`src/rtl/usb1bd_pa_pkg.sv`:
```
// Shared definitions for the USB1.1 packet assembler: FSM encoding, PID codes
// and the byte-building helpers used on the UTMI transmit path.
package usb1bd_pa_pkg;

    typedef enum logic [5:0] {
        ST_IDLE  = 6'b000001,
        ST_TOKEN = 6'b000010,
        ST_PID   = 6'b000100,
        ST_DATA  = 6'b001000,
        ST_CRC1  = 6'b010000,
        ST_CRC2  = 6'b100000
    } pa_state_e;

    localparam logic [3:0] PID_ACK   = 4'h2;
    localparam logic [3:0] PID_NAK   = 4'hA;
    localparam logic [3:0] PID_STALL = 4'hE;
    localparam logic [3:0] PID_NYET  = 4'h6;
    localparam logic [3:0] PID_DATA0 = 4'h3;
    localparam logic [3:0] PID_DATA1 = 4'hB;
    localparam logic [3:0] PID_DATA2 = 4'h7;
    localparam logic [3:0] PID_MDATA = 4'hF;

    function automatic logic [3:0] token_pid(input logic [1:0] sel);
        case (sel)
            2'd0:    return PID_ACK;
            2'd1:    return PID_NAK;
            2'd2:    return PID_STALL;
            default: return PID_NYET;
        endcase
    endfunction

    function automatic logic [3:0] data_pid(input logic [1:0] sel);
        case (sel)
            2'd0:    return PID_DATA0;
            2'd1:    return PID_DATA1;
            2'd2:    return PID_DATA2;
            default: return PID_MDATA;
        endcase
    endfunction

    // The PID byte carries its own check nibble in the upper half.
    function automatic logic [7:0] pid_byte(input logic [3:0] pid);
        return {~pid, pid};
    endfunction

    function automatic logic [7:0] bitrev8(input logic [7:0] b);
        logic [7:0] r;
        for (int i = 0; i < 8; i++) r[i] = b[7-i];
        return r;
    endfunction

    // The residue goes out inverted with its most significant bit first on the
    // wire; since UTMI bytes are shifted LSB first, the upper register byte is
    // bit-reversed and sent first, the lower byte second.
    function automatic logic [7:0] crc_tx_byte(input logic [15:0] crc, input logic second);
        return second ? ~bitrev8(crc[7:0]) : ~bitrev8(crc[15:8]);
    endfunction

endpackage

```
`src/rtl/usb1bd_pa_mc_if.sv`:
```
// UTMI transmit byte stream plus the per-endpoint show-ahead FIFO read port.
interface usb1bd_pa_mc_if #(
    parameter int NUM_EP = 4
);
    logic [7:0]          tx_data;
    logic                tx_valid;
    logic                tx_valid_last;
    logic                tx_first;
    logic                tx_ready;
    logic [NUM_EP*8-1:0] tx_fifo_data;
    logic [NUM_EP-1:0]   tx_fifo_empty;
    logic [NUM_EP-1:0]   tx_fifo_re;

    modport master (
        output tx_data, tx_valid, tx_valid_last, tx_first, tx_fifo_re,
        input  tx_ready, tx_fifo_data, tx_fifo_empty
    );

    modport slave (
        input  tx_data, tx_valid, tx_valid_last, tx_first, tx_fifo_re,
        output tx_ready, tx_fifo_data, tx_fifo_empty
    );
endinterface

```
`src/rtl/usb1bd_crc16.sv`:
```
// Byte-wide CRC16 (x^16+x^15+x^2+1) step; din[7] is shifted in first, so the
// caller presents each byte bit-reversed to get USB LSB-first ordering.
module usb1bd_crc16 (
    input  logic [15:0] crc_in,
    input  logic [7:0]  din,
    output logic [15:0] crc_out
);
    logic [15:0] c;

    always_comb begin
        c = crc_in;
        for (int i = 7; i >= 0; i--) begin
            c = {c[14:0], 1'b0} ^ ((c[15] ^ din[i]) ? 16'h8005 : 16'h0000);
        end
        crc_out = c;
    end
endmodule

```
`src/rtl/usb1bd_pa_mc.sv`:
```
// Multi-endpoint USB1.1 packet assembler: emits handshakes and data packets
// (PID, payload from a selected TX FIFO, CRC16) on the UTMI byte interface.
module usb1bd_pa_mc
    import usb1bd_pa_pkg::*;
#(
    parameter  int NUM_EP = 4,
    parameter  int MPW    = 10,
    localparam int EPW    = (NUM_EP > 1) ? $clog2(NUM_EP) : 1
) (
    input  logic             clk,
    input  logic             rst_n,
    usb1bd_pa_mc_if.master   bus,
    input  logic             cfg_tx_send_token,
    input  logic [1:0]       cfg_tx_token_pid_sel,
    input  logic             cfg_tx_send_data,
    input  logic [1:0]       cfg_tx_data_pid_sel,
    input  logic [EPW-1:0]   cfg_tx_ep_sel,
    input  logic [MPW-1:0]   cfg_max_pkt,
    output logic             tx_busy,
    output logic             tx_done,
    output logic [MPW-1:0]   tx_byte_cnt,
    output logic [5:0]       state
);

    pa_state_e          state_q, state_d;
    logic [3:0]         pid_q;
    logic [EPW-1:0]     ep_q;
    logic [MPW-1:0]     max_q;
    logic               ep_ok_q;
    logic [15:0]        crc_q, crc_next;
    logic [MPW-1:0]     cnt_q;
    logic               done_q;

    logic [7:0]         head;
    logic               head_empty;
    logic               accept_tok, accept_dat;
    logic               byte_acc, done_d;
    logic [7:0]         data_c;
    logic               valid_c, first_c, last_c;
    logic [NUM_EP-1:0]  re_c;

    assign accept_tok = (state_q == ST_IDLE) && cfg_tx_send_token;
    assign accept_dat = (state_q == ST_IDLE) && cfg_tx_send_data && !cfg_tx_send_token;

    always_comb begin
        head       = 8'h00;
        head_empty = 1'b1;
        for (int i = 0; i < NUM_EP; i++) begin
            if (ep_q == EPW'(i)) begin
                head       = bus.tx_fifo_data[8*i +: 8];
                head_empty = bus.tx_fifo_empty[i];
            end
        end
    end

    // Request parameters are frozen for the whole packet.
    always_ff @(posedge clk) begin
        if (accept_tok) begin
            pid_q <= token_pid(cfg_tx_token_pid_sel);
        end else if (accept_dat) begin
            pid_q   <= data_pid(cfg_tx_data_pid_sel);
            ep_q    <= cfg_tx_ep_sel;
            max_q   <= cfg_max_pkt;
            ep_ok_q <= (int'(cfg_tx_ep_sel) < NUM_EP);
        end
    end

    usb1bd_crc16 u_crc16 (
        .crc_in  (crc_q),
        .din     (bitrev8(head)),
        .crc_out (crc_next)
    );

    always_comb begin
        state_d  = state_q;
        data_c   = 8'h00;
        valid_c  = 1'b0;
        first_c  = 1'b0;
        last_c   = 1'b0;
        re_c     = '0;
        byte_acc = 1'b0;
        done_d   = 1'b0;
        unique case (state_q)
            ST_IDLE: begin
                if (cfg_tx_send_token)     state_d = ST_TOKEN;
                else if (cfg_tx_send_data) state_d = ST_PID;
            end
            ST_TOKEN: begin
                data_c  = pid_byte(pid_q);
                valid_c = 1'b1;
                first_c = 1'b1;
                last_c  = 1'b1;
                if (bus.tx_ready) begin
                    state_d = ST_IDLE;
                    done_d  = 1'b1;
                end
            end
            ST_PID: begin
                data_c  = pid_byte(pid_q);
                valid_c = 1'b1;
                first_c = 1'b1;
                if (bus.tx_ready) begin
                    state_d = (ep_ok_q && !head_empty && (max_q != '0)) ? ST_DATA : ST_CRC1;
                end
            end
            ST_DATA: begin
                data_c = head;
                // An empty FIFO here means the payload ran out: close the packet.
                if (head_empty) begin
                    state_d = ST_CRC1;
                end else begin
                    valid_c = 1'b1;
                    if (bus.tx_ready) begin
                        byte_acc = 1'b1;
                        re_c     = NUM_EP'(1) << ep_q;
                        if (cnt_q + MPW'(1) == max_q) state_d = ST_CRC1;
                    end
                end
            end
            ST_CRC1: begin
                data_c  = crc_tx_byte(crc_q, 1'b0);
                valid_c = 1'b1;
                if (bus.tx_ready) state_d = ST_CRC2;
            end
            ST_CRC2: begin
                data_c  = crc_tx_byte(crc_q, 1'b1);
                valid_c = 1'b1;
                last_c  = 1'b1;
                if (bus.tx_ready) begin
                    state_d = ST_IDLE;
                    done_d  = 1'b1;
                end
            end
            default: state_d = ST_IDLE;
        endcase
    end

    always_ff @(posedge clk or negedge rst_n) begin
        if (!rst_n) begin
            state_q <= ST_IDLE;
            crc_q   <= 16'hFFFF;
            cnt_q   <= '0;
            done_q  <= 1'b0;
        end else begin
            state_q <= state_d;
            done_q  <= done_d;
            if (accept_dat) begin
                crc_q <= 16'hFFFF;
                cnt_q <= '0;
            end else if (byte_acc) begin
                crc_q <= crc_next;
                cnt_q <= cnt_q + MPW'(1);
            end
        end
    end

    assign bus.tx_data       = data_c;
    assign bus.tx_valid      = valid_c;
    assign bus.tx_first      = first_c;
    assign bus.tx_valid_last = last_c;
    assign bus.tx_fifo_re    = re_c;
    assign tx_busy           = (state_q != ST_IDLE);
    assign tx_done           = done_q;
    assign tx_byte_cnt       = cnt_q;
    assign state             = state_q;

endmodule

```
`src/flat_wrapper.sv`:
```
// flat-port wrapper written by rule: the top's interface ports become plain ports
module usb1bd_pa_mc_flat import usb1bd_pa_pkg::*;
#(
    parameter  int NUM_EP = 4,
    parameter  int MPW    = 10,
    localparam int EPW    = (NUM_EP > 1) ? $clog2(NUM_EP) : 1
)
  (clk, rst_n, cfg_tx_send_token, cfg_tx_token_pid_sel, cfg_tx_send_data, cfg_tx_data_pid_sel, cfg_tx_ep_sel, cfg_max_pkt, tx_busy, tx_done, tx_byte_cnt, state, bus_tx_data, bus_tx_valid, bus_tx_valid_last, bus_tx_first, bus_tx_fifo_re, bus_tx_ready, bus_tx_fifo_data, bus_tx_fifo_empty);
  usb1bd_pa_mc_if #(.NUM_EP(NUM_EP)) bus_i ();
  input  logic clk;
  input  logic rst_n;
  input  logic cfg_tx_send_token;
  input  logic [1:0] cfg_tx_token_pid_sel;
  input  logic cfg_tx_send_data;
  input  logic [1:0] cfg_tx_data_pid_sel;
  input  logic [EPW-1:0] cfg_tx_ep_sel;
  input  logic [MPW-1:0] cfg_max_pkt;
  output logic tx_busy;
  output logic tx_done;
  output logic [MPW-1:0] tx_byte_cnt;
  output logic [5:0] state;
  output wire logic [$bits(bus_i.tx_data)-1:0] bus_tx_data;
  output wire logic [$bits(bus_i.tx_valid)-1:0] bus_tx_valid;
  output wire logic [$bits(bus_i.tx_valid_last)-1:0] bus_tx_valid_last;
  output wire logic [$bits(bus_i.tx_first)-1:0] bus_tx_first;
  output wire logic [$bits(bus_i.tx_fifo_re)-1:0] bus_tx_fifo_re;
  input wire logic [$bits(bus_i.tx_ready)-1:0] bus_tx_ready;
  input wire logic [$bits(bus_i.tx_fifo_data)-1:0] bus_tx_fifo_data;
  input wire logic [$bits(bus_i.tx_fifo_empty)-1:0] bus_tx_fifo_empty;
  assign bus_tx_data = bus_i.tx_data;
  assign bus_tx_valid = bus_i.tx_valid;
  assign bus_tx_valid_last = bus_i.tx_valid_last;
  assign bus_tx_first = bus_i.tx_first;
  assign bus_tx_fifo_re = bus_i.tx_fifo_re;
  assign bus_i.tx_ready = bus_tx_ready;
  assign bus_i.tx_fifo_data = bus_tx_fifo_data;
  assign bus_i.tx_fifo_empty = bus_tx_fifo_empty;
  usb1bd_pa_mc #(.NUM_EP(NUM_EP), .MPW(MPW)) u_core (.clk(clk), .rst_n(rst_n), .bus(bus_i), .cfg_tx_send_token(cfg_tx_send_token), .cfg_tx_token_pid_sel(cfg_tx_token_pid_sel), .cfg_tx_send_data(cfg_tx_send_data), .cfg_tx_data_pid_sel(cfg_tx_data_pid_sel), .cfg_tx_ep_sel(cfg_tx_ep_sel), .cfg_max_pkt(cfg_max_pkt), .tx_busy(tx_busy), .tx_done(tx_done), .tx_byte_cnt(tx_byte_cnt), .state(state));
endmodule
```
`config.mk`:
```
export PLATFORM = sky130hd
export DESIGN_NAME = usb1bd_pa_mc_flat
export DESIGN_NICKNAME = d
export VERILOG_FILES = /design/src/rtl/usb1bd_pa_pkg.sv /design/src/rtl/usb1bd_pa_mc_if.sv /design/src/rtl/usb1bd_crc16.sv /design/src/rtl/usb1bd_pa_mc.sv /design/src/flat_wrapper.sv
export SDC_FILE = /design/constraint.sdc
export NUM_CORES = 1
export LEC_CHECK = 0
export BUFFER_PORTS_ARGS = -buffer_cell sky130_fd_sc_hd__buf_2
export CORE_MARGIN = 2
export CORE_UTILIZATION = 52
export CTS_CLUSTER_DIAMETER = 50
export DETAILED_ROUTE_END_ITERATION = 6
export GPL_ROUTABILITY_DRIVEN = 0
export MAX_ROUTING_LAYER = met4
export PLACE_DENSITY = 0.8
export SYNTH_ARGS = -nofsm -noshare
export SYNTH_HDL_FRONTEND = slang
export SYNTH_SLANG_ARGS = --single-unit
```
`constraint.sdc`:
```
create_clock -name clk -period 3.5 [get_ports clk]
set_clock_uncertainty 0.15 [all_clocks]
set_input_delay 0.175 -clock clk [delete_from_list [all_inputs] [get_ports clk]]
set_output_delay 0.175 -clock clk [all_outputs]
set_load 0.005 [all_outputs]
```
==> metrics.md <==
| Metric | Value |
|---|---|
| Status | complete, no violations |
| # diodes | 0 |
| Iter 0 DRT Violations | 276 |
| Main synth FF type | dfstp_2 |
| Final Hold Fails | 0 |
| First-pass GRT wire length | 12000 um |
| Max Cap Viol | 0 |
| Die H | 80.3 um |
| Layout area overhead | 25.5% |
| Share of layout cells above drive strength 1 | 31.9% |
| Most common cell after layout, fill and taps aside | buf_2 |
| RSZ-0062 raised after global routing | no |
| First-pass detailed-route iteration total | 5 |
| Slowest-stage cell, CP | mux4_1 |
| CTS Hold Buffers Added | 15 |
| Worst path bufs/invs | 2 |
| CTS max path bufs | 2 |
| Initial antenna violation count | 0 |
| Clock buffer count from CTS | 5 |
| Max_slew headroom | 50.4% |
| CP delay by family, top | simple AND/OR/NAND/NOR gates |
| Synthesized Nets | 367 |
| Synth top area share | 14.9% |
| CP Data Required Time | 3170 ps |
| Distinct cells, synth | 48 |
| Core area | 5570 sq um |
| I/O Buffers | 89 |
| Clock power frac | 16.4% |
| Post-layout min period | 3090 ps |
| P_sw | 0.000897 W |
| Final antenna-violating net count | 0 |
| Period Utilization, post-route | 88.4% |
| Switching share of power | 36.6% |
| Hold WS | 7.35 ps |
| Initial Util | 54.4% |
| Crit path cell chain | mux4_1, nor2_1, buf_4, and2_1, and3_2, buf_2 |
| Slew Limit Fails | 0 |
| Internal power | 0.00156 W |
| Clk slew on worst S/H paths | 80 ps |
| Leak | 1.71 nW |
| Final Instance Count excl. Fillers | 483 |
| Maximum fanout along the worst path | 13 |
| GRT Resource Usage Total | 24.4% |
| Gate Count Post-Synth | 307 |
| Pwr Density | 645 nW/um^2 |
| Fmax | 323 MHz |
| Combinational share of power | 46.0% |
| H-tree Lvls | 2 |
| Post-synth top area cell | edfxtp_1 |
| Mapped cell area | 3030 sq um |
| Synth async-reset ratio | 68.8% |
| Vias in the first global route | 2538 |
| FP Rows | 27 |
| Yosys reg bits | 48 |
| Post-route DRC | 0 |
| Clock sink count | 48 |
| Flop pwr share | 37.6% |
| Final setup fails | 0 |
| Die ar. | 6450 sq um |
| Vias per cell | 5.81 |
| Largest net degree at the start of global routing | 34 |
| Hold Path Class | in -> reg |
| Worst vdd ir | 0.384 mV |
| Worst-Skew Late Latency | 310 ps |
| Setup tns final | 0 ps |
| Drt total wl | 7470 um |
| Dpl cells | 460 |
| IO Count | 90 |
| Worst Path Class, Setup | reg -> out |
| CP Data Arrival Time | 2770 ps |
| Congestion Overflow GR | 0 |
| Dpl hpwl | 5510 um |
| Root Buffer | clkbuf_8 |
| Slew @ Worst Pin | 744 ps |
| Die X | 80.3 um |
| Syn Area/Cell | 9.87 sq um |
| Post-synthesis sequential area ratio | 42.8% |
| Ranking of synthesized cells by area | edfxtp_1 15%, dfstp_2 15%, dfrtp_1 13%, xnor2_1 6.4%, o21ai_0 6.1% |
| Crit start category | register |
| Nets@finish | 470 |
| Post-CTS Setup Bufs | 0 |
| Most frequent cells in the layout | 89 x buf_2, 37 x o21ai_0, 26 x nand2_1 |
| Post-CTS sizing | 0 |
| CTS tree | done |
| DR WL/cell | 15.5 um |
| Slowest cell delay on critical path | 700 ps |
| Crit end category | primary output |
| Vias | 2807 |
| Yosys Warn Count | 0 |
| Number of synthesized flops with an enable pin | 15 |
-- worst paths after layout --
check / start / to / slack (ps) / depth (start not counted)
min in group asynchronous: rst_n / u_core.state[5]$_DFFE_PN0P_ / 310 / 2
setup / recovery: u_core.ep_q[0]$_DFFE_PP_ / bus_tx_fifo_re[3] / 410 / 6
max in group asynchronous: rst_n / u_core.state[1]$_DFFE_PN0P_ / 2420 / 2
hold / removal: cfg_tx_data_pid_sel[0] / u_core.pid_q[3]$_DFFE_PP_ / 7 / 3
setup reg to reg: u_core.ep_q[0]$_DFFE_PP_ / u_core.tx_byte_cnt[8]$_DFFE_PN0P_ / 510 / 7
hold reg to reg: u_core.crc_q[3]$_DFFE_PN1P_ / u_core.crc_q[11]$_DFFE_PN1P_ / 320 / 2
-- sequential cells by signal (all words and copies together) (netlist names) --
register / count
u_core.tx_done: 1
u_core.tx_byte_cnt: 10
u_core.max_q: 10
u_core.pid_q: 3
u_core.state: 6
u_core.crc_q: 16
u_core.ep_q: 2
-- power by group through the flow --
| stage | Combinational, W | Clock, W | Sequential (W) |
|---|---|---|---|
| 2_1_floorplan | 0.000883 | 0 | 0.000860 |
| 4_1_cts | 0.00113 | 0.000407 | 0.000919 |
| 5_1_grt | 0.00125 | 0.000428 | 0.000942 |
| 3_5_place_dp | 0.00111 | 0 | 0.000926 |
| 6_report | 0.00113 | 0.000403 | 0.000922 |
| 3_3_place_gp | 0.00108 | 0 | 0.000922 |
-- per-stage QoR --
step	cell area (sq um)	utilization, %	power, W	setup slack (ps)
2_1_floorplan	3030	-	0.00174	974
3_3_place_gp	3540	63.5	0.00200	629
3_5_place_dp	3540	63.5	0.00203	543
4_1_cts	3800	68.2	0.00245	414
5_1_grt	3800	68.2	0.00262	284
6_report	3800	68.2	0.00245	405
-- metal layers --
metal	GRT usage, %	part of all wire, %
met4	4.58	0.82
met5	-	0
met2	38.4	47
met1	33.9	45
met3	4.27	7.6
-- synth_stat cells (all sizes together) (7+ instances only) --
master,count
buf,8
inv,14
mux4,7
nand2,26
edfxtp,15
xor2,11
a21oi,14
o21ai,37
nor3,11
nand4,8
dfstp,17
dfrtp,16
nor2,22
xnor2,26
-- final cells by class --
type / count / area, sq um
Fill cell: 455 / 1770
Clock inverter: 3 / 42.5
Tap cell: 72 / 90.1
Timing Repair Buffer: 110 / 641
Clock buffer: 5 / 68.8
Multi-Input combinational cell: 230 / 1610
Inverter: 15 / 56.3
Sequential cell: 48 / 1300
-- cells by family after synthesis --
family / Yosys count / share of synthesized area (%)
buffers and inverters: 29 / 4.13
AOI/OAI and AO/OA: 78 / 15.5
and+or+nand+nor: 96 / 15.4
muxes: 15 / 8.46
adders and majority gates: 3 / 1.24
DFF: 48 / 42.8
xor gates and xnor gates: 38 / 12.5
-- worst min-delay path, delay by kind of cell --
family | cells | cell delay (ps)
AO/OA/AOI/OAI | 1 | 60
AND/OR/NAND/NOR | 1 | 40
buffers and inverters | 1 | 80
Note: power is estimated with default switching activity, not from simulation.
